**src/rtl/fpga_cfg_loader.sv**
```systemverilog
// Purpose : serial configuration loader; shifts a bitstream into the CLB chain, then the connection chain.
// Latency : 3 clk per bit minimum (WAIT -> SETUP -> HIGH); DONE follows the HIGH phase of the last bit.
// Backpressure: cfg_ready only in WAIT; with cfg_valid low the loader stalls indefinitely with scan_clk low.
// Ports:
//   clk, rst                         clock, asynchronous active-high reset
//   cfg_start, cfg_abort             load request / abort of a load in progress
//   cfg_data, cfg_valid, cfg_ready   serial bitstream handshake (CLB bits first, then connection bits)
//   scan_clk                         registered scan clock to the core
//   clb_scan_in/_en, conn_scan_in/_en  chain data and enables
//   clb_scan_out, conn_scan_out      chain tails, captured for readback
//   rb_bit, rb_valid                 readback bit with one-cycle qualifier
//   cfg_busy, cfg_done, cfg_err, fpga_en  status
module fpga_cfg_loader #(
    parameter int CLB_LEN  = 2048,
    parameter int CONN_LEN = 4096
) (
    input  logic clk,
    input  logic rst,
    input  logic cfg_start,
    input  logic cfg_abort,
    input  logic cfg_data,
    input  logic cfg_valid,
    output logic cfg_ready,
    output logic scan_clk,
    output logic clb_scan_in,
    output logic clb_scan_en,
    output logic conn_scan_in,
    output logic conn_scan_en,
    input  logic clb_scan_out,
    input  logic conn_scan_out,
    output logic rb_bit,
    output logic rb_valid,
    output logic cfg_busy,
    output logic cfg_done,
    output logic cfg_err,
    output logic fpga_en
);

    typedef enum logic [2:0] {
        ST_IDLE,
        ST_LOAD_CLB,
        ST_LOAD_CONN,
        ST_DONE,
        ST_ABORTED
    } state_t;

    typedef enum logic [1:0] {
        PH_WAIT,
        PH_SETUP,
        PH_HIGH
    } phase_t;

    // Counter holds the number of completed bits, so the last bit of a chain is LEN-1.
    localparam logic [15:0] CLB_LAST  = 16'(CLB_LEN - 1);
    localparam logic [15:0] CONN_LAST = 16'(CONN_LEN - 1);

    state_t      r_state;
    phase_t      r_phase;
    logic [15:0] r_cnt;
    logic        r_scan_clk;
    logic        r_clb_scan_in;
    logic        r_clb_scan_en;
    logic        r_conn_scan_in;
    logic        r_conn_scan_en;
    logic        r_rb_bit;
    logic        r_rb_valid;
    logic        r_cfg_busy;
    logic        r_cfg_done;
    logic        r_cfg_err;
    logic        r_fpga_en;

    logic        w_loading;
    logic        w_in_clb;

    assign w_loading = (r_state == ST_LOAD_CLB) || (r_state == ST_LOAD_CONN);
    assign w_in_clb  = (r_state == ST_LOAD_CLB);

    // Decoded from state registers only: no input reaches any output combinationally.
    assign cfg_ready    = w_loading && (r_phase == PH_WAIT);
    assign scan_clk     = r_scan_clk;
    assign clb_scan_in  = r_clb_scan_in;
    assign clb_scan_en  = r_clb_scan_en;
    assign conn_scan_in = r_conn_scan_in;
    assign conn_scan_en = r_conn_scan_en;
    assign rb_bit       = r_rb_bit;
    assign rb_valid     = r_rb_valid;
    assign cfg_busy     = r_cfg_busy;
    assign cfg_done     = r_cfg_done;
    assign cfg_err      = r_cfg_err;
    assign fpga_en      = r_fpga_en;

    always_ff @(posedge clk or posedge rst) begin
        if (rst) begin
            r_state        <= ST_IDLE;
            r_phase        <= PH_WAIT;
            r_cnt          <= '0;
            r_scan_clk     <= 1'b0;
            r_clb_scan_in  <= 1'b0;
            r_clb_scan_en  <= 1'b0;
            r_conn_scan_in <= 1'b0;
            r_conn_scan_en <= 1'b0;
            r_rb_bit       <= 1'b0;
            r_rb_valid     <= 1'b0;
            r_cfg_busy     <= 1'b0;
            r_cfg_done     <= 1'b0;
            r_cfg_err      <= 1'b0;
            r_fpga_en      <= 1'b0;
        end else begin
            r_rb_valid <= 1'b0;
            case (r_state)
                ST_IDLE, ST_DONE, ST_ABORTED: begin
                    // Abort is ignored here, so start alone decides.
                    if (cfg_start) begin
                        r_state        <= ST_LOAD_CLB;
                        r_phase        <= PH_WAIT;
                        r_cnt          <= '0;
                        r_scan_clk     <= 1'b0;
                        r_clb_scan_in  <= 1'b0;
                        r_clb_scan_en  <= 1'b1;
                        r_conn_scan_in <= 1'b0;
                        r_conn_scan_en <= 1'b0;
                        r_cfg_busy     <= 1'b1;
                        r_cfg_done     <= 1'b0;
                        r_cfg_err      <= 1'b0;
                        r_fpga_en      <= 1'b0;
                    end
                end
                ST_LOAD_CLB, ST_LOAD_CONN: begin
                    if (cfg_abort) begin
                        // Any partial bit (including one in HIGH) is dropped.
                        r_state        <= ST_ABORTED;
                        r_phase        <= PH_WAIT;
                        r_scan_clk     <= 1'b0;
                        r_clb_scan_in  <= 1'b0;
                        r_clb_scan_en  <= 1'b0;
                        r_conn_scan_in <= 1'b0;
                        r_conn_scan_en <= 1'b0;
                        r_cfg_busy     <= 1'b0;
                        r_cfg_err      <= 1'b1;
                        r_fpga_en      <= 1'b0;
                    end else begin
                        case (r_phase)
                            PH_WAIT: begin
                                if (cfg_valid) begin
                                    r_phase <= PH_SETUP;
                                    if (w_in_clb) r_clb_scan_in  <= cfg_data;
                                    else          r_conn_scan_in <= cfg_data;
                                end
                            end
                            PH_SETUP: begin
                                // Tail is sampled before this bit's rising scan_clk shifts the chain.
                                r_phase    <= PH_HIGH;
                                r_scan_clk <= 1'b1;
                                r_rb_bit   <= w_in_clb ? clb_scan_out : conn_scan_out;
                                r_rb_valid <= 1'b1;
                            end
                            default: begin
                                r_phase    <= PH_WAIT;
                                r_scan_clk <= 1'b0;
                                if (w_in_clb) begin
                                    if (r_cnt == CLB_LAST) begin
                                        r_state        <= ST_LOAD_CONN;
                                        r_cnt          <= '0;
                                        r_clb_scan_en  <= 1'b0;
                                        r_clb_scan_in  <= 1'b0;
                                        r_conn_scan_en <= 1'b1;
                                    end else begin
                                        r_cnt <= r_cnt + 16'd1;
                                    end
                                end else begin
                                    if (r_cnt == CONN_LAST) begin
                                        r_state        <= ST_DONE;
                                        r_conn_scan_en <= 1'b0;
                                        r_conn_scan_in <= 1'b0;
                                        r_cfg_busy     <= 1'b0;
                                        r_cfg_done     <= 1'b1;
                                        r_fpga_en      <= 1'b1;
                                    end else begin
                                        r_cnt <= r_cnt + 16'd1;
                                    end
                                end
                            end
                        endcase
                    end
                end
                default: begin
                    r_state <= ST_IDLE;
                    r_phase <= PH_WAIT;
                end
            endcase
        end
    end

endmodule

```
**config.mk**
```make
export PLATFORM = sky130hd
export DESIGN_NAME = fpga_cfg_loader
export DESIGN_NICKNAME = d
export VERILOG_FILES = /design/src/rtl/fpga_cfg_loader.sv
export SDC_FILE = /design/constraint.sdc
export NUM_CORES = 1
export LEC_CHECK = 0
export CORE_MARGIN = 5
export CORE_UTILIZATION = 54
export CTS_CLUSTER_DIAMETER = 80
export CTS_CLUSTER_SIZE = 25
export DETAILED_ROUTE_END_ITERATION = 16
export MAX_ROUTING_LAYER = met4
export PLACE_DENSITY = 0.83
export SLEW_MARGIN = 20
export SYNTH_ARGS = -nofsm -noshare
export SYNTH_HDL_FRONTEND = slang
export SYNTH_SLANG_ARGS = --single-unit
```
**constraint.sdc**
```tcl
create_clock -name clk -period 2.7 [get_ports clk]
set_clock_uncertainty 0.15 [all_clocks]
set_input_delay 0.27 -clock clk [delete_from_list [all_inputs] [get_ports clk]]
set_output_delay 0.27 -clock clk [all_outputs]
set_load 0.02 [all_outputs]
```
# Yosys cells after proc, flatten, opt, wreduce, memory -nomap -nowiden
# Cells that the tools add are included.
[word_totals]
out_inout_bits = 12
wordCells = 124
register_bits = 32
[op_classes]
mux = 62
reduce_logical = 20
bitwise = 1
eq_ne = 26
add_sub_neg = 1
[op_table]
columns = ["operator", "n"]
rows = [
  ["2-to-1 mux 16 bit", 6],
  ["one-hot mux 16 bit (2 select lines)", 1],
  ["2-to-1 mux 1 bit", 31],
  ["inequality test 3 bit (second input constant)", 8],
  ["one-hot mux 1 bit (2 select lines)", 12],
  ["inequality test 4 bit (second input constant)", 5],
  ["AND reduction 5 bit", 4],
  ["2-to-1 mux 3 bit", 6],
  ["AND reduction 6 bit", 3],
  ["adder 16 x 1 -> 16 bit (second input constant)", 1],
  ["== test 16 x 11 -> 1 bit (second input constant)", 1],
  ["== test 16 x 12 -> 1 bit (second input constant)", 1],
  ["inequality test 2 bit (second input constant)", 6],
  ["AND reduction 3 bit", 3],
  ["one-hot mux 2 bit (2 select lines)", 2],
  ["== test 3 x 2 -> 1 bit (second input constant)", 2],
  ["2-to-1 mux 2 bit", 3],
  ["one-hot mux 3 bit (2 select lines)", 1],
  ["AND reduction 4 bit", 1],
  ["OR reduction 2 bit", 2],
  ["== test 3 x 1 -> 1 bit (second input constant)", 1],
  ["== test 3 bit (second input constant)", 1],
  ["zero test 3 bit", 1],
  ["OR reduction 3 bit", 1],
  ["7 further kinds", 7],
]

# Logic depth before layout (Yosys ltp)
# Gate-level depths: netlist of the first run.
[logic_depth]
ltp_word = 6
depth_mapped = 8
depth_no_buf = 6

# Least setup slack after synthesis of the first run
# OpenSTA, ideal clock, no wires.
[synth_timing]
kind = "reg2reg"
from = "register r_cnt[0]"
to = "register r_conn_scan_en, in the netlist conn_scan_en"
arrival_ns = 2.139
stages_incl_launch_ff = 7
synth_period_minus_slack_ns = 2.362
setup_ns = 0.073
path_slack_ns = 0.338
cell_sequence = "dfrtp_1 > ha_1 > nand4_1 > or4_4 > a211o_1 > a211o_1 > a21oi_2"
[synth_between]
elab_chain_cells = 3
[synth_rtl]
columns = ["item", "line", "text"]
rows = [
  ["from (decl)", "59", "logic [15:0] r_cnt;"],
  ["from (signal assigned)", "168", "r_cnt <= r_cnt + 16'd1;"],
  ["from (signal assigned)", "179", "r_cnt <= r_cnt + 16'd1;"],
  ["== test 16 x 11 -> 1 bit or == test 16 x 12 -> 1 bit (tied branches)", "161, 171", ""],
  ["inequality test 4 bit (no source line)", "-", ""],
  ["AND reduction 5 bit (no source line) *", "-", ""],
  ["to (signal assigned)", "137", "r_conn_scan_en <= 1'b0;"],
  ["to (signal assigned)", "166", "r_conn_scan_en <= 1'b1;"],
  ["to (signal assigned)", "173", "r_conn_scan_en <= 1'b0;"],
  ["to (decl)", "64", "logic r_conn_scan_en;"],
]
# Every way passes the cells marked *; elsewhere a longest branch is shown, timed or not.
# A chain may end at the register's enable or synchronous reset.

# Final worst setup path of the first run
# Ends and elaborated chain as after synthesis.

==> results of run 1 <==
-- where the power goes --
part,internal [mW],switching [mW]
clock network,0.124,0.167
registers,0.580,0.114
logic,0.424,0.611
-- stage by stage --
| step | hold slack, ns | area (um2) | setup slack (ns) | util (%) | power, mW |
|---|---|---|---|---|---|
| after CTS | 0.1624 | 2102 | 0.005859 | 67.74 | 2.019 |
| after floorplan | 0.2362 | 1785 | 0.3378 | - | 1.424 |
| after global routing | 0.1862 | 2112 | -0.04029 | 68.06 | 2.167 |
| final | 0.1501 | 2112 | 0.1557 | 68.06 | 2.020 |
| after global placement | 0.3172 | 2041 | 0.2753 | 65.77 | 1.693 |
| after detailed placement | 0.3299 | 2041 | 0.2169 | 65.77 | 1.727 |
-- metal layers --
metal / vias to the layer above / track usage [%] / share of wire (%)
li1: 780 / - / -
met1: 780 / 29.44 / 44
met2: 103 / 30.98 / 45
met3: 10 / 4.825 / 9.6
met4: 0 / 9.367 / 1.4
met5: - / - / 0
-- logic make-up (layout without fill, tap and decap cells) --
family / after synthesis / count (layout) / share of synthesized area (%)
simple gates: 83 / 83 / 26.14
fa+ha+maj: 1 / 1 / 0.7007
xor+xnor: 1 / 1 / 0.4906
buf+inv: 19 / 43 / 4.275
compound gates: 56 / 56 / 22.36
mux: 2 / 2 / 1.191
flops: 32 / 32 / 44.85
-- synth_stat cells (2+ instances only) --
| master | instances | area, um2 |
|---|---|---|
| nor2_1 | 15 | 56.30 |
| nand4_1 | 2 | 12.51 |
| nand3_1 | 9 | 45.04 |
| nor3_1 | 7 | 35.03 |
| a22o_1 | 6 | 52.55 |
| o22a_1 | 4 | 35.03 |
| a21oi_1 | 6 | 30.03 |
| o21ai_1 | 9 | 45.04 |
| or4_4 | 2 | 22.52 |
| o22ai_1 | 3 | 18.77 |
| o21ai_0 | 5 | 25.02 |
| a31oi_1 | 3 | 18.77 |
| nand3b_1 | 2 | 15.01 |
| nor2b_1 | 4 | 25.02 |
| o41ai_1 | 2 | 17.52 |
| nand2_1 | 17 | 63.81 |
| or2_2 | 4 | 25.02 |
| nor4_1 | 7 | 43.79 |
| a211o_1 | 7 | 61.31 |
| clkbuf_1 | 8 | 30.03 |
| nor3b_1 | 2 | 15.01 |
| inv_1 | 9 | 33.78 |
| a221o_1 | 3 | 30.03 |
| dfrtp_1 | 32 | 800.8 |
| and3_1 | 2 | 12.51 |
-- timing repair --
action | in CTS | in global routing
buffers inserted | 0 | 0
gates resized for setup | 0 | 3
endpoints found under the setup margin | 0 | 2
hold buffers | 0 | 0
-- final cells by class --
| class | count | area (um2) | share of cell area (%) |
|---|---|---|---|
| Inverter | 9 | 33.78 | 1.600 |
| Timing Repair Buffer | 26 | 245.2 | 11.61 |
| Clock inverter | 2 | 10.01 | 0.4739 |
| Sequential cell | 32 | 802.0 | 37.97 |
| Clock buffer | 6 | 51.30 | 2.429 |
| Multi-Input combinational cell | 143 | 914.6 | 43.31 |
| Tap cell | 44 | 55.05 | 2.607 |
-- worst paths after layout --
kind / cells after the start / end / slack (ns)
worst min register to register: 2 / rb_bit$_DFFE_PP0P_ / 0.35
max in group asynchronous: 3 / r_state[1]$_DFFE_PP0P_ / 1.93
min in group clk: 2 / rb_bit$_DFFE_PP0P_ / 0.35
worst max register to register: 6 / conn_scan_en$_DFFE_PP0P_ / 0.16
worst min-delay path: 3 / r_cnt[4]$_DFFE_PP0P_ / 0.15
worst max-delay path: 6 / conn_scan_en$_DFFE_PP0P_ / 0.16
-- critical path, cell delays in order (launching register included) --
cell and delay (ns):
dfrtp_1 0.39, ha_1 0.22, nand4_1 0.29, or4_4 0.64
a211o_1 0.35, a211o_1 0.31, a21oi_2 0.13
==> impl_metrics.ini, run 1 <==
[outcome]
status = finished, final reports clean

[timing]
setup_viol_count_final = 0
fmax_mhz = 393.0
hold_viol_final = 0
maxSlewViolCount = 0
period_share_pct = 94.23
slew_headroom_pct = 55.49
tightest_slew_ns = 0.6632
finalCriticalPeriod_ns = 2.544
tns_ns = 0

[floorplan]
fp.dieW_um = 67.50
dieArea_um2 = 4556
core_um2 = 3103
start_util_pct = 57.54
die_h_um = 67.50
num_rows = 20
ios = 20

[worst_setup_path]
r2r_start = r_cnt[0]$_DFFE_PP0P_
crit_path_max_fanout = 5
cp.arrival_ns = 2.67
cp-start-kind = flop
setup.worst_path.start = r_cnt[0]$_DFFE_PP0P_
end_kind = flop
critPathKind = reg2reg
required_ns = 2.82

[cts]
root_buffer = clkbuf_4
h-tree-depth = 2
tritoncts = built
cts.sinks = 32
clock_latency_ns = 0.34
clkTransAtPathRegs_ns = 0.11
cts_buffer_depth = 2
cts_buffers = 5

[grt]
gr-total-overflow = 0
track_usage_pct = 21.70
grt_pass1_wl_um = 7245
antenna_found_initial = 0
grt_pass1_vias = 1553
grt_max_degree = 33

[power]
irDropWorstVdd_v = 0.0005603
pwr_density_cell_nw_per_um2 = 956.4
p_leak_nw = 0.9433

[synthesis]
ys_seq_area_share_pct = 44.85
ys.flop_type = dfrtp_1
syn-num-nets = 203
netlist_area_um2 = 1785
ys_async_sr_fraction_pct = 100.0
ys_warn_count = 0
synth-edff-count = 0
synth_cells = 194
ys_ff_latch = 32
synth_cell_types = 49
synth_area_per_cell_um2 = 9.203

[routing]
firstDrtPassIters = 5
drcViolationCount = 0
via_per_inst = 6.385
routed_wirelength_um = 4387
vias = 1673
drtIter0Drc = 171
wire_per_inst_um = 16.74
drt.antenna.violating_nets = 0

[final_layout]
reg_top3 = r_cnt x16, r_state x3, r_phase x2
final_common_cell = dfrtp_1
regMostFlops = r_cnt
area_growth_pct = 18.29
largest_reg_flops = 16
diodes = 0
layout_common_cells = 31 x dfrtp_1, 18 x clkdlybuf4s50_1, 17 x nand2_1
finalNonFillerCells = 262
drive_above_1_share_pct = 12.39
filler_cell_count = 275
final_nets = 226

[hold_path]
hp-class = in2async

[flow_run]
maxCapViolations = 0

[placement]
post-dp-hpwl_um = 3201
io_buffers = 19
dpl.cell_count = 254
gp_congestion = 0.9150
(Power assumes the default switching activity.)
==> inputs of run 2 (changes only) <==
- CORE_UTILIZATION: 54 -> 30
- PLACE_DENSITY: 0.83 -> 0.54
- clock period: 2.7 -> 2.9 ns (I/O delays scaled with it)
==> run 2 against run 1 <==
Against the previous run: global-route usage decreased by 8.8 points; critical path depth decreased by 2; clock power increased by 47%; register-to-register slack improved by 0.21 ns; highest routed layer unchanged.
==> impl_metrics.ini, run 2 (synthesized netlist as in run 1, its figures left out) <==
[outcome]
status = finished, final reports clean

[routing]
via_per_inst = 5.366
routed_wirelength_um = 4354
vias = 1583
drtIter0Drc = 50
firstDrtPassIters = 4
wire_per_inst_um = 14.76
drcViolationCount = 0
drt.antenna.violating_nets = 0

[worst_setup_path]
crit_path_max_fanout = 12
critPathKind = reg2out
cp.arrival_ns = 2.26
critPathMaxStageDelay_ns = 0.65
r2r_slack_ns = 0.37
critical_path.slowest_cell = clkdlybuf4s50_1
end_kind = output pin
required_ns = 2.46
path_cells = xnor2_1 > or2_2 > nor3_1 > clkdlybuf4s50_1
cp-start-kind = flop

[timing]
tns_ns = 0
rsz0062_at_grt = false
setup_viol_count_final = 0
finalCriticalPeriod_ns = 2.696
whs_ns = 0.2388
period_share_pct = 92.96
hold_viol_final = 0
maxSlewViolCount = 0
slew_headroom_pct = 56.34
tightest_slew_ns = 0.6506
fmax_mhz = 371.0

[final_layout]
regMostFlops = r_cnt
diodes = 0
largest_reg_flops = 16
area_growth_pct = 23.55
finalNonFillerCells = 295
final_area_um2 = 2206
final_nets = 228
final_common_cell = dfrtp_1
drive_above_1_share_pct = 12.27
reg_top3 = r_cnt x16, r_state x3, r_phase x2
layout_common_cells = 32 x dfrtp_1, 19 x clkdlybuf4s50_1, 17 x nand2_1

[cts]
clkTransAtPathRegs_ns = 0.07
cts_resized = 0
post_cts_buffers = 0
h-tree-depth = 2
cts_buffer_depth = 2
root_buffer = clkbuf_8
tritoncts = built
clock_latency_ns = 0.28
cts_buffers = 5
cts.sinks = 32
cts_hold_buf = 0

[placement]
dpl-instance-area_um2 = 2095
post-dp-hpwl_um = 3138
io_buffers = 19
gp_congestion = 0.7822
dpl.cell_count = 287

[grt]
gr-total-overflow = 0
track_usage_pct = 12.92
grt_pass1_wl_um = 7576
grt_pass1_vias = 1545
grt_max_degree = 33
antenna_found_initial = 0

[hold_path]
hp-class = in2async

[floorplan]
dieArea_um2 = 7594
ios = 20
start_util_pct = 30.52
die_h_um = 87.15
num_rows = 28
fp.dieW_um = 87.15
core_um2 = 5851

[power]
irDropWorstVdd_v = 0.0003661
combPwrFrac_pct = 48.0
seq_power_share_pct = 31.2
pwr_density_cell_nw_per_um2 = 935.0
netSwitchingFraction_pct = 41.22
p_clk_share_pct = 20.8
total_power_mw = 2.062
p_int_mw = 1.212
p_leak_nw = 0.9566
power_switching_mw = 0.8501

[flow_run]
maxCapViolations = 0
[run 2: metrics by stage]
stage / utilization [%] / setup WS, ns
final: 37.70 / 0.2043
after global routing: 37.70 / 0.07897
after CTS: 37.70 / 0.2186
after detailed placement: 35.80 / 0.3898
after global placement: 35.80 / 0.4575
after floorplan: - / 0.5378
[run 2: critical path: cells and delay by family (launching register included)]
kind,cells,cell delay (ns)
simple gates,2,0.61
buf+inv,1,0.65
xor+xnor,1,0.22
flops,1,0.50
[run 2: final timing paths]
check / start / end / cells after the start
worst min-delay path: rst / r_cnt[6]$_DFFE_PP0P_ / 3
min in group clk: rb_bit$_DFFE_PP0P_ / rb_bit$_DFFE_PP0P_ / 2
worst max-delay path: r_state[1]$_DFFE_PP0P_ / cfg_ready / 4
max in group asynchronous: rst / r_cnt[10]$_DFFE_PP0P_ / 3
worst min register to register: rb_bit$_DFFE_PP0P_ / rb_bit$_DFFE_PP0P_ / 2
worst max register to register: r_cnt[13]$_DFFE_PP0P_ / r_cnt[3]$_DFFE_PP0P_ / 5
[run 2: final cells by class]
cell class / count / area [um2]
fill: 591 / 3645
multi-input combinational: 143 / 908.4
sequential: 32 / 800.8
timing repair buffer: 28 / 257.7
tap: 75 / 93.84
clock buffer: 5 / 68.82
clock inverter: 3 / 42.54
inverter: 9 / 33.78
[run 2: per-layer routing]
layer	GRT usage, %	wire length, um	vias to the layer above
li1	-	-	783
met1	17.30	2058	754
met2	19.53	2025	42
met3	3.122	248	4
met4	3.626	21	0
met5	-	0	-
[run 2: power by group through the flow]
stage                     sequential, mW  combinational [mW]  clock, mW
after floorplan                    0.647               0.678          0
after global placement             0.647               0.993          0
after detailed placement           0.650               0.995          0
after CTS                          0.642               0.997      0.442
after global routing               0.663                1.10      0.458
final                              0.644               0.990      0.428
==> inputs of run 3 (changes only) <==
- ABC_AREA: not set -> 0
- GPL_ROUTABILITY_DRIVEN: not set -> 0
==> results of run 3 <==
No change in the layout: final DEF, timing and power equal those of run 2.
==> patch (config.mk and constraints of run 2) <==
Encoding of `state_t`: now one-hot (5 bits for 5 states).
--- a/src/rtl/fpga_cfg_loader.sv
+++ b/src/rtl/fpga_cfg_loader.sv
@@ -37,10 +37,10 @@
 );
 
-    typedef enum logic [2:0] {
-        ST_IDLE,
-        ST_LOAD_CLB,
-        ST_LOAD_CONN,
-        ST_DONE,
-        ST_ABORTED
+    typedef enum logic [4:0] {
+        ST_IDLE      = 5'b00001,
+        ST_LOAD_CLB  = 5'b00010,
+        ST_LOAD_CONN = 5'b00100,
+        ST_DONE      = 5'b01000,
+        ST_ABORTED   = 5'b10000
     } state_t;
 
Check against the original RTL: no difference found for any inputs over 10 cycles, from zero or initial values and one cycle with rst high; not proved beyond that.
==> patch against run 2 <==
  * Area after synthesis up 19%
  * Non-clock buffer count up 1
  * Worst setup slack better by 20 ps
  * Wire length up 13%
  * Sequential cell count up 2
  * Via count up 10%
  * Register-to-register slack worse by 150 ps
  * Power down 9.0%
  * Final area up 15%
  * Critical path depth up 1
  * Critical endpoint is now conn_scan_en
  * Highest routed layer unchanged
==> patch: results (changes against run 2) <==
Clock power frac - 0.229 (was 0.208)
Biggest regs - r_cnt (16), r_state (5), r_phase (2) (was r_cnt (16), r_state (3), r_phase (2))
Met2 Use GR - 0.1750 (was 0.1953)
Vias post-DR - 1747 (was 1583)
Mapped Cells - 213 (was 194)
Worst Path Arrival - 2700 ps (was 2260 ps)
Worst path max stage delay - 630 ps (was 650 ps)
Met1 Use GR - 0.1728 (was 0.1730)
First-pass GRT wire length - 8418 um (was 7576 um)
Clk. pwr - 0.000429 W (was 0.000428 W)
Dpl ws - 249.2 ps (was 389.8 ps)
Pin count of the biggest net entering global routing - 35 (was 33)
Status - finished clean (unchanged)
Fin nets - 245 (was 228)
Commonest cells in the netlist - 33 x dfrtp_1, 14 x nor2_1, 13 x a22o_1 (was 32 x dfrtp_1, 17 x nand2_1, 15 x nor2_1)
Routed length on met3 - 122 um (was 248 um)
GRT Overall Usage - 0.1221 (was 0.1292)
P_leak - 1.045 nW (was 0.9566 nW)
Max VDD drop - 0.3355 mV (was 0.3661 mV)
Dominant cells by area after synthesis - dfrtp_1 39%, a22o_1 5.4%, o211ai_1 3.5% (was dfrtp_1 45%, nand2_1 3.6%, a211o_1 3.4%)
Syn_nets - 222 (was 203)
RD Place Congestion - 0.8439 (was 0.7822)
Reg2Reg Launch Point - r_cnt[12] (was r_cnt[13])
Placed wire-length estimate - 3492 um (was 3138 um)
Reg power frac - 0.332 (was 0.312)
Met3 usage - 0.02163 (was 0.03122)
Slew margin rel. - 0.6679 (was 0.5634)
## patch: cell type report
cell class | instances | area [um2]
inverters | 4 | 15.01
fillers | 726 | 4304
multi-input cells | 162 | 1166
repair buffers | 29 | 265.3
well taps | 96 | 120.1
clock buffers | 5 | 68.82
clock inverters | 3 | 40.04
flip-flops and latches | 34 | 852.1
## patch: path summary, 6_finish.rpt
kind                       cells past startpoint      endpoint  slack (ps)
hold / removal                                 3     r_cnt[11]         250
min in group clk                               1      scan_clk         350
hold reg to reg                                1      scan_clk         350
setup / recovery                               5  conn_scan_en         220
max in group asynchronous                      3    r_state[0]        2020
setup reg to reg                               5  conn_scan_en         220
## patch: logic make-up (layout without fill, tap and decap cells)
family          after synthesis  count (layout)  share of synthesized area
buf+inv                      17              41                    0.04950
fa+ha+maj                     1               1                   0.005892
simple gates                 81              81                     0.2393
flops                        34              34                     0.4013
xor+xnor                      3               3                    0.01238
mux                           9               9                    0.04714
compound gates               68              68                     0.2445
